**src/rtl/gfx_mem_arbiter.sv**
```systemverilog
// gfx_mem_arbiter: four-port read arbiter in front of a single-port synchronous RAM.
// Define GFX_MEM_ARB_ROUND_ROBIN_EN for round-robin grants; otherwise port 0 has fixed highest priority.
module gfx_mem_arbiter #(
    parameter int ADDRESS_BITS = 16,
    parameter int BITS         = 16
) (
    input  logic                    CLK,
    input  logic                    RST,
    input  logic [ADDRESS_BITS-1:0] spcon_memory_address,
    input  logic [ADDRESS_BITS-1:0] bg0_memory_address,
    input  logic [ADDRESS_BITS-1:0] bg1_memory_address,
    input  logic [ADDRESS_BITS-1:0] ov_memory_address,
    input  logic                    spcon_rvalid,
    input  logic                    bg0_rvalid,
    input  logic                    bg1_rvalid,
    input  logic                    ov_rvalid,
    output logic [BITS-1:0]         spcon_memory_data,
    output logic [BITS-1:0]         bg0_memory_data,
    output logic [BITS-1:0]         bg1_memory_data,
    output logic [BITS-1:0]         ov_memory_data,
    output logic                    spcon_rready,
    output logic                    bg0_rready,
    output logic                    bg1_rready,
    output logic                    ov_rready,
    output logic [ADDRESS_BITS-1:0] mem_address,
    output logic                    mem_rd,
    input  logic [BITS-1:0]         mem_data,
    output logic                    busy
);
    typedef enum logic [1:0] {IDLE, READ, CAPTURE, DONE} state_t;

    state_t                  r_state;
    state_t                  w_nextState;
    logic [1:0]              r_grant;
    logic [ADDRESS_BITS-1:0] r_addr;
    logic [BITS-1:0]         r_data [4];
    logic [3:0]              w_rvalid;
    logic [ADDRESS_BITS-1:0] w_portAddr [4];
    logic                    w_anyReq;
    logic [1:0]              w_grantSel;
    logic [3:0]              w_rready;

    assign w_rvalid      = {ov_rvalid, bg1_rvalid, bg0_rvalid, spcon_rvalid};
    assign w_portAddr[0] = spcon_memory_address;
    assign w_portAddr[1] = bg0_memory_address;
    assign w_portAddr[2] = bg1_memory_address;
    assign w_portAddr[3] = ov_memory_address;
    assign w_anyReq      = |w_rvalid;

`ifdef GFX_MEM_ARB_ROUND_ROBIN_EN
    logic [1:0] r_lastServed;

    // Scan downward so the nearest requester after the last-served port wins.
    always_comb begin
        w_grantSel = r_lastServed;
        for (int k = 4; k >= 1; k--) begin
            if (w_rvalid[2'(int'(r_lastServed) + k)]) begin
                w_grantSel = 2'(int'(r_lastServed) + k);
            end
        end
    end

    always_ff @(posedge CLK or posedge RST) begin
        if (RST) begin
            r_lastServed <= 2'd3;
        end else if (r_state == IDLE && w_anyReq) begin
            r_lastServed <= w_grantSel;
        end
    end
`else
    always_comb begin
        w_grantSel = 2'd0;
        for (int k = 3; k >= 0; k--) begin
            if (w_rvalid[k]) begin
                w_grantSel = 2'(k);
            end
        end
    end
`endif

    // Address is latched with the grant so requester changes mid-transaction are ignored.
    always_ff @(posedge CLK or posedge RST) begin
        if (RST) begin
            r_state <= IDLE;
            r_grant <= 2'd0;
            r_addr  <= '0;
        end else begin
            r_state <= w_nextState;
            if (r_state == IDLE && w_anyReq) begin
                r_grant <= w_grantSel;
                r_addr  <= w_portAddr[w_grantSel];
            end
        end
    end

    always_ff @(posedge CLK or posedge RST) begin
        if (RST) begin
            for (int p = 0; p < 4; p++) begin
                r_data[p] <= '0;
            end
        end else if (r_state == CAPTURE) begin
            r_data[r_grant] <= mem_data;
        end
    end

    always_comb begin
        w_nextState = r_state;
        mem_rd      = 1'b0;
        mem_address = '0;
        w_rready    = 4'b0000;
        busy        = 1'b1;
        case (r_state)
            IDLE: begin
                busy = 1'b0;
                if (w_anyReq) begin
                    w_nextState = READ;
                end
            end
            READ: begin
                mem_rd      = 1'b1;
                mem_address = r_addr;
                w_nextState = CAPTURE;
            end
            CAPTURE: begin
                w_nextState = DONE;
            end
            DONE: begin
                w_rready[r_grant] = 1'b1;
                w_nextState       = IDLE;
            end
            default: begin
                w_nextState = IDLE;
            end
        endcase
    end

    assign spcon_rready      = w_rready[0];
    assign bg0_rready        = w_rready[1];
    assign bg1_rready        = w_rready[2];
    assign ov_rready         = w_rready[3];
    assign spcon_memory_data = r_data[0];
    assign bg0_memory_data   = r_data[1];
    assign bg1_memory_data   = r_data[2];
    assign ov_memory_data    = r_data[3];
endmodule

```
**config.mk**
```make
export PLATFORM = sky130hd
export DESIGN_NAME = gfx_mem_arbiter
export DESIGN_NICKNAME = d
export VERILOG_FILES = /design/src/rtl/gfx_mem_arbiter.sv
export SDC_FILE = /design/constraint.sdc
export NUM_CORES = 1
export LEC_CHECK = 0
export CAP_MARGIN = 5
export CORE_MARGIN = 2
export CORE_UTILIZATION = 39
export DETAILED_ROUTE_END_ITERATION = 10
export HOLD_SLACK_MARGIN = 0.03
export PLACE_DENSITY = 0.76
export SETUP_SLACK_MARGIN = 0.5
export SYNTH_ARGS = -nofsm -noshare
export SYNTH_HDL_FRONTEND = slang
export SYNTH_SLANG_ARGS = --single-unit
```
**constraint.sdc**
```tcl
create_clock -name CLK -period 2.55 [get_ports CLK]
set_clock_uncertainty 0.05 [all_clocks]
set_input_delay 0.3825 -clock CLK [delete_from_list [all_inputs] [get_ports CLK]]
set_output_delay 0.3825 -clock CLK [all_outputs]
set_load 0.01 [all_outputs]
```
# After elaboration in Yosys (flattened, before gate mapping)
# Cells that the tools add are included.
# Widths: inputs -> output; s select.
dict set report op_classes {
  order_cmp 5
  bitwise 2
  addsub 0
  n_mul 0
  n_shift 0
  div 0
  eq_ne 4
  reduce_logical 5
  mux 18
}
# operator count
set op_table {}
lappend op_table {{$bwmux 64} 1}
lappend op_table {{$mux 16} 4}
lappend op_table {{$bmux 16 s2} 1}
lappend op_table {{$demux 16 s2} 1}
lappend op_table {{$mux 2} 5}
lappend op_table {{$pmux 2 s4} 1}
lappend op_table {{$ge 3x3->1 const B} 2}
lappend op_table {{$not 2->3} 2}
lappend op_table {{$eq 2x2->1 const B} 2}
lappend op_table {{$mux 4} 1}
lappend op_table {{$reduce_or 4->1} 1}
lappend op_table {{$logic_and 1x1->1} 3}
lappend op_table {{$lt 2x3->1 const B} 1}
lappend op_table {{$lt 3x1->1 const B} 1}
lappend op_table {{$mux 1} 3}
lappend op_table {{$demux 1 s2} 1}
lappend op_table {{$eq 2x1->1 const B} 1}
lappend op_table {{$ge 2x1->1 const B} 1}
lappend op_table {{$logic_not 2->1} 1}
lappend op_table {{$ne 2x2->1 const B} 1}
dict set report totals {
  elab_cells 41
  n_memories 0
  ram_bits 0
  latchBits 0
  reg_bits 84
  inputBits 86
  mem_bits_ro 0
  out_inout_bits 86
}

# Depth between registers and ports, before layout
dict set report logic_depth {
  word_depth 8
  depth_mapped 6
  ltp_nobuf 5
}

# Worst setup path after synthesis
# Ideal clock, no wire load.
dict set report synth_path {
  path_type {register -> register}
  startpoint {reg r_state[0]}
  endpoint {reg r_data, in the netlist spcon_memory_data[0]}
  arrival_ps 1641
  stages_incl_launch_ff 6
  synth_period_minus_slack_ps 1816
  setup_time_ps 125
  setup_slack_ps 734
  required_ps 2375
  path_buffers 1
  cell_sequence {dfrtp_1 -> inv_1 -> ha_1 -> nor3b_4 -> buf_4 -> mux2_2}
}
dict set report synth_between {
  elab_chain_cells 1
}
# element line_no
set synth_lines {}
lappend synth_lines {{from (decl)} 32} ;# state_t r_state;
lappend synth_lines {{from (signal assigned)} 88} ;# r_state <= w_nextState;
lappend synth_lines {{$eq 2x2->1} 101} ;# end else if (r_state == CAPTURE) begin
lappend synth_lines {{to (signal, indexed assignment)} 102} ;# r_data[r_grant] <= mem_data;
lappend synth_lines {{to (decl)} 36} ;# logic [BITS-1:0] r_data [4];
# No other way between the ends.
# A chain may end at the register's enable or synchronous reset.

# Worst setup path in the final report
dict set report layout_path {
  startpoint {reg r_state[1]}
  endpoint {out bg0_rready}
}
dict set report layout_between {
  elab_chain_cells 2
}
# element line_no
set layout_lines {}
lappend layout_lines {{$eq 2x2->1} 112} ;# case (r_state)
lappend layout_lines {{$mux 4} 112}
lappend layout_lines {{to (decl)} 22} ;# output logic bg0_rready,
# No other way between the ends.

==> key figures <==
Outcome
  • Outcome: complete, no violations

Final layout
  • Sequential cell area: 2100 sq um
  • Fill cell count: between 800 and 900
  • Nets: 625
  • Antenna cells: 0
  • Syn-to-layout area delta: 50.4%
  • Commonest non-fill, non-tap cell in the layout: clkdlybuf4s50_1
  • Final instance area: around 6300 sq um
  • Multi-input logic area: 1890 sq um
  • Most frequent cells in the layout: 149 x clkdlybuf4s50_1, 84 x dfrtp_1, 65 x mux2_2
  • Share of post-route cells with drive strength above 1: 0.212

Clock network
  • Clock-pin slew on the worst setup and hold paths: 0.08 ns
  • Root Buffer: clkbuf_8
  • CTS tree: built
  • Clk sinks: 84
  • Maximum root-to-sink buffer count: 2
  • TritonCTS buffer count: 9
  • Clk Latency, worst-skew pair: between 0.3 and 0.4 ns
  • Htree depth: 3

Placed design
  • Placed Area: 6010 sq um
  • RD Place Congestion: approximately 0.82
  • # port buffers: about 170
  • Dpl hpwl: roughly 7700 microns

Synth
  • Synth Cell Area: roughly 4200 sq um
  • Post-synth ARST share: 1.00
  • Seq/Total Area, Yosys: 0.504
  • EDFF count, synth: 0
  • Mapped Nets: approximately 460
  • Synth Register Bits: 84
  • YS warnings: 0
  • Unique masters post-synth: 31
  • Main synth FF type: dfrtp_1
  • Mean Syn Cell Area: 11.5 sq um
  • Mapped Cells: roughly 360

Pwr
  • VDD IR max: between 0.5 and 0.6 mV
  • Switching power total: ~2.2 mW
  • Clock share of power: 0.172
  • Static Leak: between 2 and 3 nW
  • PD cells: around 1100 nW/um^2
  • Sw Ratio: 0.313
  • Gate power share: 0.479
  • Sequential share of power: 0.349
  • Pint: between 4 and 5 mW

Detailed routing
  • Via count: approximately 3300
  • Total wire length: between 10000 and 15000 microns
  • Final routed DRC violation total: 0
  • DR vias/cell: approximately 5
  • ANT nets after route: 0
  • Wire length per cell: about 15 microns
  • Detailed Route Iter0 Violations: between 80 and 90
  • TritonRoute pass-1 iters: 4

STA
  • Final Hold Fails: 0
  • WHS: approximately 0.46 ns
  • Worst slew pin tran: 0.712 ns
  • Min Tclk post-route: about 2 ns
  • Normalized max-slew margin: 0.523
  • Final period util: 0.785
  • Max Slew Vio Count: 0
  • Final setup viols: 0
  • Fmax: approximately 500 MHz
  • RSZ-0062 raised after global routing: yes
  • Setup TNS: 0 ns

Floorplanning
  • Die ar.: around 12000 sq um
  • CORE AREA: roughly 10000 sq um
  • Initial core utilization: 0.402
  • Ports: 172
  • Die width: roughly 110 microns
  • Rows: 37
  • Die Y: around 110 microns

GRT
  • Total gr overflow: 0
  • First-pass GRT wire length: about 17000 microns
  • Initial antenna violation count: 0
  • Pin count of the biggest net entering global routing: 85
  • All-Layer GR Usage: 0.181
  • Vias in the first global route: ~3300

Critical path
  • Startpoint types: flop
  • Cells on worst reg2reg path: 4
  • Arrival @ worst endpoint: approximately 1.6 ns
  • CP Data Required Time: between 2 and 2.5 ns
  • Type of the worst setup path: reg -> out
  • CP max FO: 4
  • Worst setup EP type: output port

Run
  • Max cap viols: 0

Worst hold path
  • Worst hold path class: in -> async
-- per-layer routing --
layer	track usage	share of wire	up-vias
li1	-	-	1621
met1	0.224	0.42	1568
met2	0.322	0.50	142
met3	0.0339	0.073	10
met4	0.0495	0.011	0
met5	0	0	-
-- worst paths after layout --
| kind | slack [ns] | end | start |
|---|---|---|---|
| max reg2reg | 0.59 | bg1_memory_data[5] | r_state[0] |
| max | 0.55 | bg0_rready | r_state[1] |
| max in group asynchronous | 1.64 | spcon_memory_data[3] | RST |
| min in group CLK | 0.46 | bg1_memory_data[6] | bg1_memory_data[6] |
| min reg2reg | 0.46 | bg1_memory_data[6] | bg1_memory_data[6] |
| min | 0.46 | bg1_memory_data[11] | RST |
-- stage by stage --
stage	cells	utilization	power (mW)	worst slack, ns
floorplan	364	-	4.01	0.734
global placement	653	0.580	5.72	0.379
detailed placement	653	0.580	5.84	0.350
CTS	672	0.607	7.03	0.333
global route	674	0.604	7.43	0.448
finish	674	0.604	6.96	0.549
-- worst max-delay path, stage by stage (launching register included) --
cell           delay (ns)
dfrtp_1              0.40
buf_4                0.14
ha_1                 0.21
and3b_1              0.19
dlygate4sd2_1        0.28
-- synthesized netlist by cell type, drive strengths merged (2+ instances only) --
cell,instances,area share
nor3b,2,0.0063
dfrtp,84,0.50
clkbuf,15,0.014
ha,5,0.015
o21ai,17,0.020
nor2,23,0.021
buf,10,0.016
a22o,15,0.032
nor2b,15,0.023
and3b,17,0.036
mux2,65,0.18
nand3,2,0.0036
and2,17,0.026
nand3b,18,0.034
a21oi,16,0.019
a31oi,15,0.023
inv,19,0.017
nand2,2,0.0018
-- logic make-up (layout without fill, tap and decap cells) --
| logic type | Yosys count | after routing | share of synthesized area |
|---|---|---|---|
| simple gates | 98 | 98 | 0.153 |
| flops | 84 | 84 | 0.504 |
| compound gates | 67 | 67 | 0.103 |
| mux | 66 | 66 | 0.178 |
| buf+inv | 44 | 218 | 0.0465 |
| fa+ha+maj | 5 | 5 | 0.0150 |
-- state kept, by name (all words and copies together), names as in the netlist --
name and count:
bg1_memory_data 16, r_addr 16, ov_memory_data 16, r_grant 2
spcon_memory_data 16, r_state 2, bg0_memory_data 16
-- power by group through the flow --
| stage | sequential (mW) | combinational, mW | clock [mW] |
|---|---|---|---|
| finish | 2.43 | 3.33 | 1.20 |
| global route | 2.52 | 3.61 | 1.30 |
| CTS | 2.43 | 3.37 | 1.23 |
| detailed placement | 2.46 | 3.38 | 0 |
| global placement | 2.42 | 3.29 | 0 |
| floorplan | 2.59 | 1.43 | 0 |
-- repair_timing --
item / 4_1_cts / 5_1_grt
resized for setup: 26 / 26
buffers inserted: 4 / 2
cloned: 0 / 0
setup endpoints to repair: 49 / 67
hold buffers: 0 / 0
-- layout make-up --
| cell class | instances | share of cell area |
|---|---|---|
| clock buffers | 9 | 0.0198 |
| clock inverters | 6 | 0.0220 |
| inverters | 19 | 0.0120 |
| multi-input cells | 236 | 0.301 |
| flip-flops and latches | 84 | 0.335 |
| well taps | 136 | 0.0271 |
| repair buffers | 184 | 0.283 |
(Power assumes the default switching activity.)
